### src/rtl/control_unit.sv
// control_unit: fetch/decode/indirect/execute sequencer driving every datapath strobe.
// Optional CU_HALT_EN: IR 0x7001 decodes as HLT and enables the HALT state.
module control_unit #(
    parameter int unsigned P_MEM_LAT = 2,
    parameter int unsigned P_EXEC_TO = 15
) (
    input  logic        clk,
    input  logic        i_rst_n,
    input  logic        i_start,
    input  logic        i_stop,
    input  logic [15:0] i_ir,
    input  logic        i_ex_done,
    output logic        o_clr_reg,
    output logic        o_fetch,
    output logic        o_execute,
    output logic        o_is_ind,
    output logic        o_is_dir,
    output logic        o_clr_ac,
    output logic        o_clr_e,
    output logic        o_comp_ac,
    output logic        o_load_ac,
    output logic        o_cir_r,
    output logic        o_cir_l,
    output logic        o_inc_ac,
    output logic        o_add,
    output logic        o_load,
    output logic        o_store,
    output logic        o_branch,
    output logic        o_isz,
    output logic        o_running,
    output logic        o_halted,
    output logic        o_fault,
    output logic [15:0] o_icount
);
    localparam int unsigned LP_IR_W    = 16;
    localparam int unsigned LP_WAIT_W  = 3;
    localparam int unsigned LP_DWELL_W = 8;
    localparam int unsigned LP_SEL_W   = 12;
    localparam logic [LP_WAIT_W-1:0]  LP_WAIT_LAST  = LP_WAIT_W'(P_MEM_LAT - 1);
    localparam logic [LP_DWELL_W-1:0] LP_DWELL_LAST = LP_DWELL_W'(P_EXEC_TO - 1);

    typedef enum logic [3:0] {
        S_IDLE, S_CLR, S_FETCH, S_WAIT_IR, S_DECODE,
        S_INDIRECT, S_WAIT_IND, S_EXEC, S_HALT, S_FAULT
    } state_t;

    state_t                r_state, w_next;
    logic [LP_IR_W-1:0]    r_ir;
    logic [LP_WAIT_W-1:0]  r_wait;
    logic [LP_DWELL_W-1:0] r_dwell;
    logic                  r_stop;
    logic [LP_IR_W-1:0]    r_icount;
    logic [LP_SEL_W-1:0]   r_sel;
    logic                  r_clr_reg, r_fetch, r_execute, r_is_ind, r_is_dir;
    logic                  r_running, r_halted, r_fault;

    logic                  w_ind, w_is_mem, w_is_reg, w_is_hlt;
    logic                  w_retire, w_stop_any, w_run_now;
    logic [2:0]            w_op;
    logic [LP_SEL_W-1:0]   w_dec_sel;

    assign w_ind      = r_ir[15];
    assign w_op       = r_ir[14:12];
    assign w_is_reg   = (w_op == 3'd7) && !w_ind && (|r_ir[11:5]);
    assign w_run_now  = (r_state != S_IDLE) && (r_state != S_HALT) && (r_state != S_FAULT);
    assign w_stop_any = r_stop | i_stop;

`ifdef CU_HALT_EN
    assign w_is_hlt = (r_ir == 16'h7001);
`else
    logic w_unused_ir;
    assign w_is_hlt    = 1'b0;
    assign w_unused_ir = ^r_ir[4:0];
`endif

    // Select layout: [11:5] register-reference (mirrors IR[11:5]), [4:0] add/load/store/branch/isz
    always_comb begin
        w_dec_sel = '0;
        w_is_mem  = 1'b0;
        case (w_op)
            3'd1: begin w_is_mem = 1'b1; w_dec_sel[4] = 1'b1; end
            3'd2: begin w_is_mem = 1'b1; w_dec_sel[3] = 1'b1; end
            3'd3: begin w_is_mem = 1'b1; w_dec_sel[2] = 1'b1; end
            3'd4: begin w_is_mem = 1'b1; w_dec_sel[1] = 1'b1; end
            3'd6: begin w_is_mem = 1'b1; w_dec_sel[0] = 1'b1; end
            default: ;
        endcase
        if ((w_op == 3'd7) && !w_ind) begin
            if      (r_ir[11]) w_dec_sel[11] = 1'b1;
            else if (r_ir[10]) w_dec_sel[10] = 1'b1;
            else if (r_ir[9])  w_dec_sel[9]  = 1'b1;
            else if (r_ir[8])  w_dec_sel[8]  = 1'b1;
            else if (r_ir[7])  w_dec_sel[7]  = 1'b1;
            else if (r_ir[6])  w_dec_sel[6]  = 1'b1;
            else if (r_ir[5])  w_dec_sel[5]  = 1'b1;
        end
    end

    // Next-state and retire decision
    always_comb begin
        w_next   = r_state;
        w_retire = 1'b0;
        case (r_state)
            S_IDLE:     if (i_start) w_next = S_CLR;
            S_CLR:      w_next = S_FETCH;
            S_FETCH:    w_next = S_WAIT_IR;
            S_WAIT_IR:  if (r_wait == LP_WAIT_LAST) w_next = S_DECODE;
            S_DECODE: begin
                if (w_is_hlt) begin
                    w_retire = 1'b1;
                    w_next   = S_HALT;
                end else if (w_is_mem) begin
                    w_next = w_ind ? S_INDIRECT : S_EXEC;
                end else if (w_is_reg) begin
                    w_next = S_EXEC;
                end else begin
                    w_retire = 1'b1;
                    w_next   = w_stop_any ? S_IDLE : S_FETCH;
                end
            end
            S_INDIRECT: w_next = S_WAIT_IND;
            S_WAIT_IND: if (r_wait == LP_WAIT_LAST) w_next = S_EXEC;
            S_EXEC: begin
                // first-cycle ex_done is stale from the previous instruction
                if (i_ex_done && (r_dwell != '0)) begin
                    w_retire = 1'b1;
                    w_next   = w_stop_any ? S_IDLE : S_FETCH;
                end else if (r_dwell == LP_DWELL_LAST) begin
                    w_next = S_FAULT;
                end
            end
`ifdef CU_HALT_EN
            S_HALT:     if (i_start) w_next = S_FETCH;
`else
            S_HALT:     w_next = S_IDLE;
`endif
            S_FAULT:    w_next = S_FAULT;
            default:    w_next = S_IDLE;
        endcase
    end

    always_ff @(posedge clk or negedge i_rst_n) begin
        if (!i_rst_n) begin
            r_state   <= S_IDLE;
            r_ir      <= '0;
            r_wait    <= '0;
            r_dwell   <= '0;
            r_stop    <= 1'b0;
            r_icount  <= '0;
            r_sel     <= '0;
            r_clr_reg <= 1'b0;
            r_fetch   <= 1'b0;
            r_execute <= 1'b0;
            r_is_ind  <= 1'b0;
            r_is_dir  <= 1'b0;
            r_running <= 1'b0;
            r_halted  <= 1'b0;
            r_fault   <= 1'b0;
        end else begin
            r_state <= w_next;
            if ((r_state == S_WAIT_IR) && (w_next == S_DECODE)) r_ir <= i_ir;
            if (w_next != r_state)
                r_wait <= '0;
            else if ((r_state == S_WAIT_IR) || (r_state == S_WAIT_IND))
                r_wait <= r_wait + 1'b1;
            if (w_next != S_EXEC)
                r_dwell <= '0;
            else if ((r_state == S_EXEC) && (r_dwell != '1))
                r_dwell <= r_dwell + 1'b1;
            if (w_next == S_IDLE)
                r_stop <= 1'b0;
            else if (w_run_now && i_stop)
                r_stop <= 1'b1;
            if (w_retire) r_icount <= r_icount + 16'd1;
            // Moore outputs registered from the state being entered
            r_clr_reg <= (w_next == S_CLR);
            r_fetch   <= (w_next == S_FETCH);
            r_execute <= (w_next == S_EXEC);
            r_is_ind  <= (w_next == S_INDIRECT);
            r_is_dir  <= (w_next == S_EXEC) && w_is_mem;
            r_sel     <= (w_next == S_EXEC) ? w_dec_sel : '0;
            r_running <= (w_next != S_IDLE) && (w_next != S_HALT) && (w_next != S_FAULT);
`ifdef CU_HALT_EN
            r_halted  <= (w_next == S_HALT);
`else
            r_halted  <= 1'b0;
`endif
            r_fault   <= (w_next == S_FAULT);
        end
    end

    assign o_clr_reg = r_clr_reg;
    assign o_fetch   = r_fetch;
    assign o_execute = r_execute;
    assign o_is_ind  = r_is_ind;
    assign o_is_dir  = r_is_dir;
    assign {o_clr_ac, o_clr_e, o_comp_ac, o_load_ac, o_cir_r, o_cir_l, o_inc_ac,
            o_add, o_load, o_store, o_branch, o_isz} = r_sel;
    assign o_running = r_running;
    assign o_halted  = r_halted;
    assign o_fault   = r_fault;
    assign o_icount  = r_icount;

endmodule

### config.mk
export PLATFORM = sky130hd
export DESIGN_NAME = control_unit
export DESIGN_NICKNAME = d
export VERILOG_FILES = /design/src/rtl/control_unit.sv
export SDC_FILE = /design/constraint.sdc
export NUM_CORES = 1
export LEC_CHECK = 0
export CAP_MARGIN = 15
export CORE_ASPECT_RATIO = 1.75
export CORE_MARGIN = 4
export CORE_UTILIZATION = 35
export DETAILED_ROUTE_END_ITERATION = 10
export PLACE_DENSITY = 0.58
export RECOVER_POWER = 25
export SLEW_MARGIN = 40
export SYNTH_ARGS = -nofsm -noshare
export SYNTH_HDL_FRONTEND = slang
export SYNTH_SLANG_ARGS = --single-unit
### constraint.sdc
create_clock -name clk -period 2.9 [get_ports clk]
set_clock_uncertainty 0.1 [all_clocks]
set_input_delay 0.435 -clock clk [delete_from_list [all_inputs] [get_ports clk]]
set_output_delay 0.435 -clock clk [all_outputs]
set_load 0.01 [all_outputs]
# --- Word-level counts from Yosys, hierarchy flattened ---
# Cells that the tools add are included.
classes:
  n_eq_ne: 29
  n_mux: 41
  n_addsub: 3
  bitwise: 1
  reduce_logical: 23
op_table:
  columns: ["op", "count"]
  rows:
  - ["$pmux 4 s9", 1]
  - ["$eq 4x3->1 const B", 7]
  - ["$mux 4", 6]
  - ["$mux 1", 19]
  - ["$add 16x1->16 const B", 1]
  - ["$mux 8", 2]
  - ["$ne 4x4->1 const B", 4]
  - ["$mux 3", 5]
  - ["$eq 4x2->1 const B", 3]
  - ["$mux 12", 1]
  - ["$logic_and 1x1->1", 11]
  - ["$eq 3x3->1 const B", 3]
  - ["$add 8x1->8 const B", 1]
  - ["$eq 4x1->1 const B", 2]
  - ["$eq 4x4->1 const B", 2]
  - ["$eq 8x4->1 const B", 1]
  - ["$logic_not 4->1", 2]
  - ["$ne 8x8->1 const B", 1]
  - ["$reduce_bool 4->1", 2]
  - ["$reduce_bool 8->1", 1]
  - ["$mux 7", 1]
  - ["$reduce_or 7->1", 1]
  - ["$eq 3x1->1 const B", 2]
  - ["$eq 3x2->1 const B", 2]
  - ["12 further kinds", 16]
word_totals:
  in_bits: 21
  wordCells: 111
  reg_bits: 67
  out_inout_bits: 36

# --- Longest topological paths before layout ---
depth:
  word_depth: 9
  mapped_depth: 9
  mapped_depth_nobuf: 7

# --- Worst setup path after synthesis ---
# OpenSTA, ideal clock, no wires.
synth_timing:
  path_type: "flip-flop to flip-flop"
  start: "register r_dwell[4]"
  end: "register r_sel[7]"
  setup_ns: 0.107
  period_less_slack_ns: 2.444
  stages_incl_launch_ff: 7
  t_required_ns: 2.693
  n_path_buf: 1
  arrival_time_ns: 2.237
  setup_slack_ns: 0.456
  path_cell_list: "dfrtp_1 -> or4_4 -> o41a_1 -> o31ai_2 -> o21ai_2 -> buf_6 -> a2111oi_4"
synth_via:
  elab_chain_cells: 6
  word_cells_on_any_way: 8
  cone_classes: "eq/ne (2); mux (4); reduce/logical (2)"
synth_lines:
  columns: ["item", "line", "source"]
  rows:
  - ["start, declared", "50", "logic [LP_DWELL_W-1:0] r_dwell;"]
  - ["start signal, assigned", "169", "r_dwell <= r_dwell + 1'b1;"]
  - ["$eq 8x4->1 or $reduce_bool 8->1 (tied branches)", "128, 125", null]
  - ["$mux 4 or $logic_and 1x1->1 (tied branches)", "128, 125", null]
  - ["$mux 4 (*)", "125", "if (i_ex_done && (r_dwell != '0)) begin"]
  - ["$pmux 4 s9 (*)", "103", "case (r_state)"]
  - ["$eq 4x3->1 (*)", "181", "r_sel <= (w_next == S_EXEC) ? w_dec_sel : '0;"]
  - ["$mux 12 (*)", "181", null]
  - ["end signal, assigned", "181", null]
  - ["end, declared", "53", "logic [LP_SEL_W-1:0] r_sel;"]
# Every way passes the cells marked *; elsewhere a longest branch is shown, timed or not.
# A chain may end at the register's enable or synchronous reset.

# --- Worst setup path after layout ---
layout_timing:
  start: "register r_dwell[4]"
  end: "register r_sel[3]"
# The elaborated chain is that of the path after synthesis.

==> summary.md <==
| Metric | Value |
|---|---|
| Reg2reg setup slack | 0.17 ns |
| Final setup vio count | 0 |
| Finished Layout Cells | 458 |
| Top post-synthesis cells by area | dfrtp_1 50%, xnor2_1 4.8%, a211oi_1 4.6%, mux2_2 4.3%, nand4_1 2.6% |
| Most frequent cell after synthesis | dfrtp_1 |
| Most frequent cells after synthesis | 62 x dfrtp_1, 19 x a211oi_1, 18 x nand2_1 |
| Synth Instances | 284 |
| Clock power frac | 27.5% |
| Min Tclk post-route | 2.728 ns |
| Outcome | completed |
| Die extent in x | 79.35 µm |
| Routed via count | 2376 |
| Worst min-delay path endpoint | o_icount[15]$_DFFE_PN0P_ |
| Placed Instances | 444 |
| CTS sink cnt | 62 |
| Hold path startpoint | o_icount[15]$_DFFE_PN0P_ |
| Share of the synthesized area in the top cell type | 49.76% |
| Die ar. | 10540 µm² |
| Initial antenna violation count | 0 |
| Mapped Avg Cell Area | 10.98 µm² |
| Endpoints failing hold | 0 |
| Worst setup EP type | register |
| Final Max Slew Viols | 0 |
| Fmax | 366.5 MHz |
| Sequential share of power | 35.1% |
| Adder-Cell Fraction of Synth Area | 2.408% |
| CTS buffer count | 9 |
| Biggest area consumer among synthesized cells | dfrtp_1 |
| DR pass1 iterations | 4 |
| Cells on Worst Hold Path | 1 |
| Final period util | 94.07% |
| Reg-to-Reg End | r_sel[3]$_DFF_PN0_ |
| Rows | 45 |
| CTS tree | yes |
| Pwr Density | 909.1 nW/µm² |
| GRT overflow | 0 |
| DP HPWL | 5.325 mm |
| First-pass GRT wire length | 12.10 mm |
| CTS root buf | clkbuf_16 |
| WL/cell | 15.69 µm |
| Critical R2R Launch | r_dwell[4]$_DFFE_PN0P_ |
| R2R depth | 5 |
| Max-Cap Viols | 0 |
| Post-synthesis compound-gate area fraction | 13.80% |
| Fin nets | 366 |
| Synth async-reset ratio | 100.0% |
| Starting density of the core | 35.96% |
| Number of antenna cells inserted | 0 |
| DRC | 0 |
| Synth-to-layout area growth | 29.61% |
| CTS H-tree lvls | 3 |
| Maximum clock path buffer count | 2 |
| Port Buffer Count | 50 |
| Clk pin slew, worst setup/hold paths | 0.05 ns |
| Slew HR | 17.21% |
| Crit path launch type | register |
| Sw Ratio | 36.34% |
| Drt initial violations | 82 |
| Least-Margin Pin Slew | 1.242 ns |
| Psw | 1.335 mW |
| Setup_tns | 0 ns |
| Crit-path max FO | 16 |
| Sequential fraction of the synthesis area | 49.76% |
| Yosys reg bits | 62 |
| Internal power | 2.339 mW |
| Vias in the first global route | 2458 |
| Synth Area in XOR/XNOR | 6.742% |
| Pleak | 1.651 nW |
| Die height | 132.9 µm |
| Arrival time at the worst endpoint | 2.82 ns |
| Ports | 57 |
| Largest register FFs | 16 |
| Syn Nets | 311 |
| Final setup margin | 0.1718 ns |
| Mapped cell area | 3118 µm² |
| Place WS | 0.1004 ns |
| CP Class | register to register |
| Yosys warnings | 0 |
| Largest family of logic cells by synthesized area | simple AND/OR/NAND/NOR gates |
| Yosys cell types | 57 |
| Ratio of cells with drive above 1 in the final layout | 12.32% |
| IR drop worst, VDD | 0.4671 mV |
| Synth Flop Type | dfrtp_1 |
| DR vias/cell | 5.188 |
| Remaining antenna violation count after routing | 0 |
| Post-CTS setup buffers | 0 |
| Mux cell area share after synthesis | 4.655% |
| Post-Route WL | 7.184 mm |
| Post-synthesis simple-gate area fraction | 18.46% |
| Data required time of the worst path | 2.99 ns |
| Pin count of the biggest net entering global routing | 29 |
| Worst skew pair latency | 0.32 ns |
| EDFF count, synth | 0 |
| Worst min path class | register to register |
| Gr usage total | 14.82% |
| Combinational Power Share | 37.4% |
| Tot Pwr | 3.674 mW |
| Core ar. | 8671 µm² |
| Placer Congestion | 0.8290 |
cell type report:
cell class / count / area (µm²)
multi-input cells: 195 / 1448
inverters: 8 / 30.03
clock inverters: 2 / 35.03
clock buffers: 11 / 242.7
repair buffers: 63 / 588.1
well taps: 117 / 146.4
flip-flops and latches: 62 / 1551
fillers: 832 / 4629
worst max path at each step:
stage,start,end,slack [ns],cells past startpoint
2_1_floorplan,r_dwell[4]$_DFFE_PN0P_,r_sel[7]$_DFF_PN0_,0.46,6
3_3_place_gp,r_dwell[4]$_DFFE_PN0P_,r_dwell[7]$_DFFE_PN0P_,0.20,6
3_5_place_dp,r_dwell[4]$_DFFE_PN0P_,r_sel[2]$_DFF_PN0_,0.10,5
4_1_cts,r_dwell[4]$_DFFE_PN0P_,r_sel[2]$_DFF_PN0_,0.1,5
5_1_grt,r_dwell[4]$_DFFE_PN0P_,r_sel[0]$_DFF_PN0_,-0.01,5
6_report,r_dwell[4]$_DFFE_PN0P_,r_sel[3]$_DFF_PN0_,0.17,5
placed cells by master, fill, tap and decap left out, types with 2 or more instances in the layout:
cell type / count
nand4b_1: 5
nor2_1: 13
nor2b_1: 3
nand2b_1: 3
o41a_1: 2
and2_1: 2
inv_1: 8
nor4_1: 2
clkbuf_1: 3
a31oi_1: 3
or3_1: 5
clkdlybuf4s50_1: 49
a21oi_1: 8
nand4_1: 13
nand2_1: 18
ha_1: 6
and3_1: 8
nand3_1: 6
xnor2_1: 17
nor3_1: 4
buf_4: 10
o21ai_0: 3
o31ai_1: 3
clkbuf_16: 9
and4_1: 4
a2111oi_1: 3
dfrtp_1: 62
mux2_2: 12
a211oi_1: 19
xor2_1: 7
kinds of logic (layout without fill, tap and decap cells):
family / after synthesis / count (layout)
and+or+nand+nor: 97 / 97
DFF: 62 / 62
AOI/OAI and AO/OA: 54 / 54
buffers and inverters: 27 / 84
xor gates and xnor gates: 24 / 24
muxes: 13 / 13
adders and majority gates: 6 / 6
other: 1 / 1
metal layers:
metal	global-route usage [%]	part of all wire, %	up-vias
li1	-	-	1158
met2	25.38	55	41
met4	7.361	2.7	0
met5	0	0	-
met3	3.134	2.4	14
met1	17.18	40	1163
stage by stage:
step / utilization (%) / hold slack (ns) / cell area, µm²
finish: 46.61 / 0.3760 / 4041
global placement: 43.29 / 0.3405 / 3754
CTS: 46.61 / 0.3744 / 4041
global route: 46.61 / 0.4027 / 4041
detailed placement: 43.29 / 0.3394 / 3754
floorplan: - / 0.03941 / 3118
power groups by stage:
| stage | Combinational [mW] | Sequential [mW] | Clock (mW) |
|---|---|---|---|
| after CTS | 1.37 | 1.29 | 1.04 |
| after detailed placement | 1.36 | 1.30 | 0 |
| after global placement | 1.35 | 1.30 | 0 |
| final | 1.37 | 1.29 | 1.01 |
| after global routing | 1.52 | 1.33 | 1.08 |
| after floorplan | 1.01 | 1.21 | 0 |
timing repair:
item,4_1_cts,5_1_grt
hold buffers,1,0
endpoints found under the setup margin,0,8
resized for setup,0,1
endpoints found under the hold margin,21,0
worst max-delay path, cell delays in order, from the launching register on:
cell	delay (ns)
dfrtp_1	0.42
or4_4	0.58
o41a_1	0.40
o31ai_2	0.40
o21ai_4	0.22
a2111oi_1	0.46
Note: power is estimated with default switching activity, not from simulation.
